--- config.mk ---
export PLATFORM = sky130hd
export DESIGN_NAME = ifetch_flat
export DESIGN_NICKNAME = d
export VERILOG_FILES = /design/src/rtl/ifetch_if.sv /design/src/rtl/ifetch.sv /design/src/flat_wrapper.sv
export SDC_FILE = /design/constraint.sdc
export NUM_CORES = 1
export LEC_CHECK = 0
export ABC_AREA = 1
export CORE_UTILIZATION = 28
export DETAILED_ROUTE_END_ITERATION = 10
export GPL_ROUTABILITY_DRIVEN = 0
export PLACE_DENSITY_LB_ADDON = 0.1
export SLEW_MARGIN = 20
export SYNTH_ARGS = -nofsm -noshare
export SYNTH_HDL_FRONTEND = slang
export SYNTH_SLANG_ARGS = --single-unit
--- constraint.sdc ---
create_clock -name clock -period 2.7 [get_ports clock]
set_clock_uncertainty 0.15 [all_clocks]
set_input_delay 0.675 -clock clock [delete_from_list [all_inputs] [get_ports clock]]
set_output_delay 0.675 -clock clock [all_outputs]
set_load 0.01 [all_outputs]
--- src/rtl/ifetch_if.sv ---
// Fetch-stage bus: instruction-memory port, redirect request from execute,
// and the valid/ready hand-off towards decode.
interface ifetch_if #(
  parameter int instrn = 7,
  parameter int ilen   = 32
);
  logic              enable;
  logic [instrn-1:0] imem_addr;
  logic [ilen-1:0]   imem_instr;
  logic              redirect_valid;
  logic [31:0]       redirect_pc;
  logic              if_valid;
  logic              if_ready;
  logic [ilen-1:0]   if_instr;
  logic [31:0]       if_pc;
  logic              fault;

  modport master (
    input  enable, imem_instr, redirect_valid, redirect_pc, if_ready,
    output imem_addr, if_valid, if_instr, if_pc, fault
  );

  modport slave (
    output enable, imem_instr, redirect_valid, redirect_pc, if_ready,
    input  imem_addr, if_valid, if_instr, if_pc, fault
  );
endinterface

--- src/rtl/ifetch.sv ---
// Instruction fetch stage: PC register, IDLE/RUN/FAULT control, one-entry
// output register towards decode with stall, flush and misaligned-redirect fault.
module ifetch #(
  parameter int          instrn   = 7,
  parameter int          ilen     = 32,
  parameter logic [31:0] RESET_PC = 32'h0000_0000
) (
  input  logic     clock,
  input  logic     reset,
  ifetch_if.master bus
);

  typedef enum logic [1:0] {
    IDLE  = 2'd0,
    RUN   = 2'd1,
    FAULT = 2'd2
  } state_t;

  state_t          state_q, state_d;
  logic [31:0]     pc_q, pc_d;
  logic            if_valid_q;
  logic [ilen-1:0] if_instr_q;
  logic [31:0]     if_pc_q;
  logic            fault_q;

  logic redir_live;
  logic redir_bad;
  logic redir_ok;
  logic fetch;
  logic drain;

  always_comb begin
    redir_live = bus.redirect_valid && (state_q != FAULT);
    redir_bad  = redir_live && (bus.redirect_pc[1:0] != 2'b00);
    redir_ok   = redir_live && !redir_bad;
    fetch      = (state_q == RUN) && bus.enable && !bus.redirect_valid &&
                 (!if_valid_q || bus.if_ready);
    drain      = if_valid_q && bus.if_ready && !fetch;
    pc_d       = pc_q + 32'd4;
  end

  // A redirect freezes the state; a misaligned one traps in FAULT until reset.
  always_comb begin
    state_d = state_q;
    unique case (state_q)
      IDLE:    if (bus.enable && !bus.redirect_valid) state_d = RUN;
      RUN:     if (!bus.enable && !bus.redirect_valid) state_d = IDLE;
      FAULT:   state_d = FAULT;
      default: state_d = IDLE;
    endcase
    if (redir_bad) state_d = FAULT;
  end

  always_ff @(posedge clock) begin
    if (reset) begin
      state_q    <= IDLE;
      pc_q       <= RESET_PC;
      if_valid_q <= 1'b0;
      if_instr_q <= '0;
      if_pc_q    <= '0;
      fault_q    <= 1'b0;
    end else begin
      state_q <= state_d;
      if (redir_bad) begin
        if_valid_q <= 1'b0;
        fault_q    <= 1'b1;
      end else if (redir_ok) begin
        if_valid_q <= 1'b0;
        pc_q       <= bus.redirect_pc;
      end else if (fetch) begin
        if_valid_q <= 1'b1;
        if_instr_q <= bus.imem_instr;
        if_pc_q    <= pc_q;
        pc_q       <= pc_d;
      end else if (drain) begin
        if_valid_q <= 1'b0;
      end
    end
  end

  // Out-of-range PCs simply alias onto the memory through the truncated index.
  assign bus.imem_addr = pc_q[instrn+1:2];
  assign bus.if_valid  = if_valid_q;
  assign bus.if_instr  = if_instr_q;
  assign bus.if_pc     = if_pc_q;
  assign bus.fault     = fault_q;

endmodule

--- src/flat_wrapper.sv ---
// flat-port wrapper written by rule: the top's interface ports become plain ports
module ifetch_flat 
#(
  parameter int          instrn   = 7,
  parameter int          ilen     = 32,
  parameter logic [31:0] RESET_PC = 32'h0000_0000
)
  (clock, reset, bus_enable, bus_imem_instr, bus_redirect_valid, bus_redirect_pc, bus_if_ready, bus_imem_addr, bus_if_valid, bus_if_instr, bus_if_pc, bus_fault);
  ifetch_if #(.instrn(instrn), .ilen(ilen)) bus_i ();
  input  logic clock;
  input  logic reset;
  input wire logic [$bits(bus_i.enable)-1:0] bus_enable;
  input wire logic [$bits(bus_i.imem_instr)-1:0] bus_imem_instr;
  input wire logic [$bits(bus_i.redirect_valid)-1:0] bus_redirect_valid;
  input wire logic [$bits(bus_i.redirect_pc)-1:0] bus_redirect_pc;
  input wire logic [$bits(bus_i.if_ready)-1:0] bus_if_ready;
  output wire logic [$bits(bus_i.imem_addr)-1:0] bus_imem_addr;
  output wire logic [$bits(bus_i.if_valid)-1:0] bus_if_valid;
  output wire logic [$bits(bus_i.if_instr)-1:0] bus_if_instr;
  output wire logic [$bits(bus_i.if_pc)-1:0] bus_if_pc;
  output wire logic [$bits(bus_i.fault)-1:0] bus_fault;
  assign bus_i.enable = bus_enable;
  assign bus_i.imem_instr = bus_imem_instr;
  assign bus_i.redirect_valid = bus_redirect_valid;
  assign bus_i.redirect_pc = bus_redirect_pc;
  assign bus_i.if_ready = bus_if_ready;
  assign bus_imem_addr = bus_i.imem_addr;
  assign bus_if_valid = bus_i.if_valid;
  assign bus_if_instr = bus_i.if_instr;
  assign bus_if_pc = bus_i.if_pc;
  assign bus_fault = bus_i.fault;
  ifetch #(.instrn(instrn), .ilen(ilen), .RESET_PC(RESET_PC)) u_core (.clock(clock), .reset(reset), .bus(bus_i));
endmodule
==> results list <==
- Global routing finished with a remaining overflow of 0.
* Clock tree from TritonCTS: built
* Setup slack, reg-to-reg: 0.79 ns
- The synthesized netlist devotes 1.971% of its cell area to XOR and XNOR gates.
* Largest net degree at the start of global routing: 62
* Vias in the first global route: 4341
- Transition time at the pin with the least slew margin: 0.4045 ns
* Max capacitance violation total: 0
- The critical path is of the primary input to flop type.
- For the final routed database, the setup TNS stands at 0 ns.
* Die span in x: 128.0 um
- Hold_sp: u_core.state_q[1]$_SDFFE_PP0P_
- Post-CTS repair changed the size of 0 cells.
- Among all stages on the critical path, the largest delay is contributed by sky130_fd_sc_hd__clkdlybuf4s50_1.
* Clock slew at reported path FFs: 0.07 ns
- Critical path data required time: 2.84 ns
* Layout Nets: 836
- Critical path's largest stage delay: 0.49 ns
- Of all cell types, the one taking the most synthesized area is sky130_fd_sc_hd__dfxtp_1.
- Count of buffers from port buffering: 141
* Via count: 4401
* Relative slew margins: 73.00%
* TritonCTS Buffers: 9
- Starting density of the core: 28.91%
* Buffers inserted during post-CTS setup optimization: 0
- For this design the static power due to leakage is 2.434 nW.
* VDD IR-drop max: 0.0003375 V
* Die area: 16380 sq um
- In the layout the commonest cells are sky130_fd_sc_hd__clkdlybuf4s50_1, sky130_fd_sc_hd__nor2_1, sky130_fd_sc_hd__nand2_1.
* Net Count, Synth: 711
- Floorplan Core Area: 15370 sq um
* Num rows: 45
* Share of post-route cells with drive strength above 1: 5.577%
* Final setup vio count: 0
- Along the worst hold path, the cell count comes to 1.
- The repair_antennas step left the layout with diodes totalling 0.
* Antenna Violating Nets Remaining: 0
- Dividing the detail-routed wire length by the instance count gives 13.48 um.
- Hold-critical path endpoint: u_core.state_q[0]$_SDFFE_PP0P_
* Final core utilization: 41.62%
- The clock net in this run drives a total of 100 sinks.
* Maximum fanout along the worst path: 61
* Number of pins with negative max-slew slack in the final report: 0
* Post-synthesis cell count: 641
* Part of the Yosys area used for sequential elements: 45.05%
* Share of the synthesized area in the top cell type: 45.05%
- STA classifies the critical path endpoint as a flop.
* Main combinational cell family by area after synthesis: simple AND/OR/NAND/NOR gates
* Flip-flop and latch count after synthesis: 100
- The first global-routing pass estimated 21630 um of wire.
- The number of different library cells used by synthesis comes to 29.
* Mux cell area share after synthesis: 0%
* Simple-gate portion of the synthesized area: 28.58%
- After layout, the worst path uses 83.27% of the clock period.
- Most common cell after layout, fill and taps aside: sky130_fd_sc_hd__clkdlybuf4s50_1
* Number of design-rule violations left by the first detailed-router iteration: 281
* Average footprint of a synthesized cell: 6.933 sq um
- Remaining routing DRC violations: 0
- Detailed-router iteration count before antenna repair: 4
* Cells taking the most area after synthesis: sky130_fd_sc_hd__dfxtp_1, sky130_fd_sc_hd__nor2_1, sky130_fd_sc_hd__nand2_1
- The initial antenna violation count is 0.
* Number of vias per cell after detailed routing: 4.482
* Area added between synthesis and finish: 43.95%
* Worst r2r path cells: 9
* Post-synthesis compound-gate area fraction: 15.79%
* Root buf cell: sky130_fd_sc_hd__clkbuf_16
- Timing would allow up to 0.4448 GHz.
- In this run the number of H-tree levels came out at 3.
- In this run the power density over the cells is 522.7 nW/um^2.
* Count of boundary I/O pins: 142
- Critical path, cell by cell: clkdlybuf4s50_1 -> nor2_2 -> nand2_1 -> nor2_4 -> buf_12 -> buf_4 -> o21ai_0 -> nor2_1
* Adder-cell area share of the yosys netlist: 0.2815%
- Number of warnings printed during yosys synthesis: 0
- Final HPWL from detailed placement: 9485 um
- Clock latency on the worst-skew pair, taken at its later pin, is 0.35 ns.
- The synthesized netlist occupies a cell area of 4444 sq um.
* Total Routed Length: 13240 um
- Min-delay worst type: flop to flop
- Count of endpoints failing hold in the final timing report: 0
- The die is 128.0 um tall.
- Data on the critical path arrives at its endpoint at 2.39 ns.
- Unrepaired setup endpoints after global routing: false
- STA classifies the critical path startpoint as a primary input.
* Fin crit period: 2.248 ns
- Total global routing track utilization: 16.93%
- The run finished with clean final reports.
- Startpoint of the most critical register-to-register path: u_core.pc_q[3]$_SDFFE_PP0P_
* Total of hold buffers inserted after clock tree synthesis: 0
- The endpoint identified for the worst register-to-register timing path is u_core.pc_q[24]$_SDFFE_PP0P_.
- CTS Buffer Depth: 2
-- area by class of cell --
type	instances	area, sq um
clock buffer	9	225.2
clock inverter	7	122.6
fill	1599	8974
inverter	44	165.2
multi-input combinational	457	2072
sequential	100	2002
tap	211	264.0
timing repair buffer	154	1546
-- layer usage --
layer	up-vias	share of wire, %	GRT usage, %
li1	2303	-	-
met1	1973	49	21.88
met2	115	44	27.11
met3	10	5.5	5.134
met4	0	1.4	4.983
met5	-	0	0
-- through the flow --
| step | power [mW] | hold slack, ns | area [sq um] | setup slack, ns | std cells |
|---|---|---|---|---|---|
| 5_1_grt | 3.497 | 0.3154 | 6397 | 0.3076 | 982 |
| 4_1_cts | 3.394 | 0.3085 | 6397 | 0.4326 | 982 |
| 2_1_floorplan | 1.686 | 0.2722 | 4444 | 0.9094 | 641 |
| 3_3_place_gp | 1.870 | 0.2906 | 6050 | 0.1548 | 966 |
| 6_report | 3.344 | 0.3111 | 6397 | 0.4516 | 982 |
| 3_5_place_dp | 1.870 | 0.2936 | 6050 | 0.07856 | 966 |
-- worst max-delay path by stage --
stage | from | endpoint | slack [ns] | cells after the start
2_1_floorplan | bus_enable | u_core.pc_q[20]$_SDFFE_PP0P_ | 0.91 | 10
4_1_cts | u_core.pc_q[4]$_SDFFE_PP0P_ | bus_imem_addr[2] | 0.43 | 1
6_report | bus_redirect_valid | u_core.bus.if_instr[13]$_SDFFE_PP0P_ | 0.45 | 8
5_1_grt | bus_redirect_valid | u_core.bus.if_instr[13]$_SDFFE_PP0P_ | 0.31 | 8
3_5_place_dp | bus_redirect_valid | u_core.bus.if_instr[13]$_SDFFE_PP0P_ | 0.08 | 8
3_3_place_gp | bus_redirect_valid | u_core.bus.if_pc[5]$_SDFFE_PP0P_ | 0.15 | 8
-- Yosys cell counts, drive strengths merged --
library cell,n
a211oi,1
a21oi,41
a22oi,1
a31oi,7
and2,2
buf,21
clkbuf,19
clkinv,4
dfxtp,100
ha,1
inv,40
nand2,121
nand3,36
nand4,2
nor2,144
nor3,2
nor4,1
o21a,1
o21ai,86
or2,1
xnor2,4
xor2,6
-- sequential cells by signal (all words and copies together) (netlist names) --
name / flops
u_core.bus.if_instr: 32
u_core.bus.if_pc: 32
u_core.pc_q: 32
u_core.state_q: 2
u_core.bus.fault: 1
u_core.bus.if_valid: 1
-- critical path, delay by kind of cell --
kind | cells | cell delay (ns)
buf+inv | 3 | 1.06
simple gates | 4 | 0.51
compound gates | 1 | 0.12
-- power breakdown --
group          switching, mW  total, mW  internal [mW]
logic                  0.126      0.294          0.168
registers             0.0312       1.54           1.51
clock network          0.599       1.51          0.911
total                  0.756       3.34           2.59
-- cells by family (layout without fill, tap and decap cells) --
kind of cell / after synthesis / count (layout)
xor+xnor: 10 / 10
fa+ha+maj: 1 / 1
compound gates: 137 / 137
simple gates: 309 / 309
buf+inv: 84 / 214
flops: 100 / 100
No activity file was read; power rests on OpenSTA's default activity.
==> variant 1, RTL diff (config.mk and constraints unchanged) <==
`instrn` is set to 7 in 3 places; all go to 14.
--- a/src/rtl/ifetch_if.sv
+++ b/src/rtl/ifetch_if.sv
@@ -3,3 +3,3 @@
 interface ifetch_if #(
-  parameter int instrn = 7,
+  parameter int instrn = 14,
   parameter int ilen   = 32
--- a/src/rtl/ifetch.sv
+++ b/src/rtl/ifetch.sv
@@ -3,3 +3,3 @@
 module ifetch #(
-  parameter int          instrn   = 7,
+  parameter int          instrn   = 14,
   parameter int          ilen     = 32,
--- a/src/flat_wrapper.sv
+++ b/src/flat_wrapper.sv
@@ -3,3 +3,3 @@
 #(
-  parameter int          instrn   = 7,
+  parameter int          instrn   = 14,
   parameter int          ilen     = 32,
Ports: changed (resized bus_imem_addr); port bits go from 142 to 149. The function was not compared with the original's and may differ.
==> variant 1 against the unedited design <==
Via count is 1.5% higher. Critical path type is now reg2out. Design area is 0.68% higher. Power is 2.9% lower. Highest routed layer unchanged. Sequential cell count stayed put. Area after synthesis is 1.2% higher. Routed wire length is 4.1% higher. First-iteration DRC count is 51% lower. Count of clock-buffer cells in the layout is 3 higher. Setup slack better by 0.0094 ns. Combinational power is 4% higher.
==> variant 1: results (changes against the unedited design) <==
status=finished, final reports clean (unchanged); CP top delay family=buffers and inverters (unchanged); Worst-path clk slew=0.06 ns; first-pass GRT wire length=22200 µm (was 21600 µm); drt wl/cell=13.9 µm (was 13.5 µm); Layout Nets=845 (was 836); syn_area_per_cell=6.94 µm² (was 6.93 µm²); vias in the first global route=4295 (was 4341); H-Tree Depth=3 (unchanged); DR vias/cell=4.51 (was 4.48); met1 Use GR=21.2% (was 21.9%); r2r setup slk=0.80 ns; Post-Synth Adder-Cell Area=0.278% (was 0.282%); compound-gate portion of the synthesized area=15.6% (was 15.8%); GR met3 Demand/Resource=5.82% (was 5.13%); Max clock buf depth=2 (unchanged); Pleak=2.45 nW (was 2.43 nW); largest net degree at the start of global routing=74 (was 62); GR Util met2=29.0% (was 27.1%); Reg2Reg Depth=10 (was 9); hold endpoint=u_core.pc_q[0] (was u_core.state_q[0]); first drt pass iteration count=4 (unchanged); PortBufs=148 (was 141); hold depth=2 (was 1); CP max stage delay=0.60 ns (was 0.49 ns); final wirelength=13800 µm (was 13200 µm); XOR/XNOR share of the synthesized area=1.95% (was 1.97%); ranking of synthesized cells by area=dfxtp_1, nor2_1, nand2_1, o21ai_0, a21oi_1 (unchanged); worst-path fanout max=7 (was 61); post-CTS setup buffer count=0 (unchanged); HP Start=u_core.pc_q[0] (was u_core.state_q[1]); fillers=1608 (was 1599); post-synthesis mux area share=0% (unchanged); Root Driver=clkbuf_16 (unchanged); post-synthesis sequential area ratio=44.5% (was 45.0%); share of layout cells above drive strength 1=5.51% (was 5.58%); Peak VDD IR=0.295 mV (was 0.338 mV); Placed Instances=975 (was 966); yosys warns=0 (unchanged); Final HPWL DP=10000 µm (was 9490 µm); diodes inserted=0 (unchanged); Crit path arrival time=1.41 ns (was 2.39 ns); reg-to-reg startpoint=u_core.pc_q[3] (unchanged); ys async rst share=0% (unchanged); initial antenna violation count=0 (unchanged); commonest cells in the netlist=nor2_1, nand2_1, dfxtp_1 (unchanged); Slew @ Worst Pin=0.395 ns (was 0.404 ns); Synth cell types=29 (unchanged); CP max stage cell=clkdlybuf4s50_1 (unchanged); total track usage=17.2% (was 16.9%); initial DRC count=139 (was 281); Synth Net Count=718 (was 711)
variant 1: changes by cell type after synthesis, sizes merged:
| cell | unedited run | this run |
|---|---|---|
| buf | 21 | 28 |
variant 1: where the power goes:
| part | internal, mW | switching (mW) | total (mW) | leakage (nW) |
|---|---|---|---|---|
| Combinational | 0.175 | 0.130 | 0.305 | 1.49 |
| Sequential | 1.51 | 0.0326 | 1.54 | 0.809 |
| Clock | 0.837 | 0.564 | 1.40 | 0.153 |
variant 1: how the worst max path moves through the flow:
stage                        to            from  slack [ns]  cells after the start
6_report       bus_imem_addr[2]  u_core.pc_q[4]        0.46                      1
5_1_grt        bus_imem_addr[2]  u_core.pc_q[4]        0.39                      1
4_1_cts        bus_imem_addr[1]  u_core.pc_q[3]        0.44                      1
3_5_place_dp     u_core.pc_q[6]      bus_enable        0.16                      9
3_3_place_gp     u_core.pc_q[6]      bus_enable        0.17                      9
2_1_floorplan   u_core.pc_q[15]      bus_enable        0.91                     10
variant 1: logic make-up (layout without fill, tap and decap cells):
| kind of cell | count (synthesis) | in the layout |
|---|---|---|
| AO/OA/AOI/OAI | 137 | 137 |
| XOR/XNOR | 10 | 10 |
| adder cells (fa/ha/maj) | 1 | 1 |
| buffers and inverters | 91 | 223 |
| flip-flops | 100 | 100 |
| AND/OR/NAND/NOR | 309 | 309 |
variant 1: layout make-up:
class	instances	area (µm²)	share of cell area, %
Clock inverter	4	72.6	1.13
Timing Repair Buffer	163	1620	25.1
Clock buffer	12	246	3.83
Sequential cell	100	2000	31.1
Tap cell	211	264	4.10
Multi-Input combinational cell	457	2070	32.2
Inverter	44	165	2.56
variant 1: per-layer routing:
metal  wire length (µm)  vias up
met4                 82        0
li1                   -     2322
met3                951        6
met5                  0        -
met1               6350     2019
met2               6390      119
variant 1: tightest hold or removal path, delay by kind of cell (launching register included):
kind          cells  cell delay [ns]
flops             1             0.31
simple gates      1             0.07
buf+inv           1             0.03
variant 1: stage by stage:
step	hold WS [ns]	area [µm²]	power, mW	setup slack (ns)
after detailed placement	0.299	6120	1.88	0.157
final	0.307	6440	3.25	0.461
after floorplan	0.272	4500	1.70	0.909
after global routing	0.337	6440	3.39	0.389
after CTS	0.309	6440	3.30	0.437
after global placement	0.284	6120	1.88	0.168
==> variant 2, RTL diff (same flow settings) <==
Made on the original files. Reset style: asynchronous (`reset`), changed in one clocked block.
--- a/src/rtl/ifetch.sv
+++ b/src/rtl/ifetch.sv
@@ -53,3 +53,3 @@
 
-  always_ff @(posedge clock) begin
+  always_ff @(posedge clock or posedge reset) begin
     if (reset) begin
Behaviour: differs if reset is asserted again (counterexample within 4 cycles, from zero or initial values and one cycle with reset high); with reset held inactive, the same outputs for 4 cycles.
==> variant 2 against the unedited design <==
Synthesized cell count fell by 2.3%. Setup slack improved by 0.013 ns. Sequential cell count did not move. Core utilization fell by 1.0 points. Critical path type is now reg2out. Area after synthesis rose by 8.0%. Design area rose by 5.6%. Routed wire length rose by 8.0%. Largest cell class is now sequential cells. Sequential share of layout area rose by 5.7 points. Cell count rose by 0.51%.
Power is not compared: it rests on default switching activity, and its combinational part moved more than twofold at a synthesized area within 25%.
==> variant 2: results (changes against the unedited design) <==
Layout Nets=832 (was 836); first-pass GRT wire length=23600 µm (was 21600 µm); routed via count=4437 (was 4401); Post-synth top flop=dfrtp_1 (was dfxtp_1); Post-Layout Cell Count=987 (was 982); initial DRC count=316 (was 281); CP max stage delay=0.58 ns (was 0.49 ns); Final HPWL DP=10400 µm (was 9490 µm); commonest cells in the netlist=nand2_1, dfrtp_1, inv_1 (was nor2_1, nand2_1, dfxtp_1); worst-path fanout max=5 (was 61); Synth Net Count=696 (was 711); Starting Density=28.8% (was 28.9%); share of layout cells above drive strength 1=6.39% (was 5.58%); status=finished, final reports clean (unchanged); syn_area_per_cell=7.67 µm² (was 6.93 µm²); ys async rst share=100% (was 0%); fillers=1704 (was 1599); first drt pass iteration count=5 (was 4); XOR/XNOR share of the synthesized area=0.365% (was 1.97%); Placed Instances=971 (was 966); post-synthesis sequential area ratio=52.1% (was 45.0%); compound-gate portion of the synthesized area=7.25% (was 15.8%); final wirelength=14300 µm (was 13200 µm); largest net degree at the start of global routing=43 (was 62); ranking of synthesized cells by area=dfrtp_1, nand2_1, inv_1, nand3_1, o21ai_0 (was dfxtp_1, nor2_1, nand2_1, o21ai_0, a21oi_1); Clk Latency, worst-skew pair=0.35 ns (about the same); H-Tree Depth=3 (unchanged); Crit path arrival time=1.41 ns (was 2.39 ns); Synth cell types=27 (was 29); max_slew headroom=68.9% (was 73.0%); total track usage=17.0% (was 16.9%); Post-Synth Adder-Cell Area=0.261% (was 0.282%); pre-CTS setup slack=0.183 ns (was 0.0786 ns)
==> variant 2: changes by cell type after synthesis, sizes merged, moves of 7 or more <==
cell	change
nand2	+136
dfrtp	+100
dfxtp	-100
nor2	-93
o21ai	-42
a21oi	-30
inv	+22
clkbuf	-15
a31oi	-7
nand3	+7
nor3	+7
==> variant 2: area by class of cell <==
type	count	area, µm²	area share (%)
clock buffers	10	239	3.54
inverters	62	236	3.50
flip-flops and latches	100	2500	37.0
well taps	220	275	4.07
clock inverters	6	47.5	0.704
multi-input cells	434	1900	28.1
repair buffers	155	1550	23.0
==> variant 2: routing by layer <==
layer | share of wire [%] | track usage [%] | vias to the layer above
met1 | 46 | 22.9 | 2051
met2 | 44 | 25.8 | 152
met3 | 8.5 | 5.63 | 12
met4 | 1.2 | 5.04 | 0
met5 | 0 | 0 | -
li1 | - | - | 2222
==> variant 2: final timing paths <==
| check | from | end | slack, ns | cells past startpoint |
|---|---|---|---|---|
| max | u_core.pc_q[8] | bus_imem_addr[6] | 0.46 | 1 |
| min | u_core.bus.fault | u_core.bus.fault | 0.33 | 2 |
| max reg2reg | u_core.pc_q[3] | u_core.pc_q[26] | 0.87 | 10 |
| min reg2reg | u_core.bus.fault | u_core.bus.fault | 0.33 | 2 |
| max in group asynchronous | reset | u_core.bus.if_pc[6] | 1.29 | 3 |
| min in group asynchronous | reset | u_core.bus.if_instr[20] | 0.53 | 2 |
==> variant 2: stage by stage <==
| stage | hold slack [ns] | area [µm²] |
|---|---|---|
| 4_1_cts | 0.336 | 6760 |
| 6_report | 0.328 | 6760 |
| 3_5_place_dp | 0.314 | 6470 |
| 5_1_grt | 0.353 | 6760 |
| 2_1_floorplan | 0.286 | 4800 |
| 3_3_place_gp | 0.303 | 6470 |
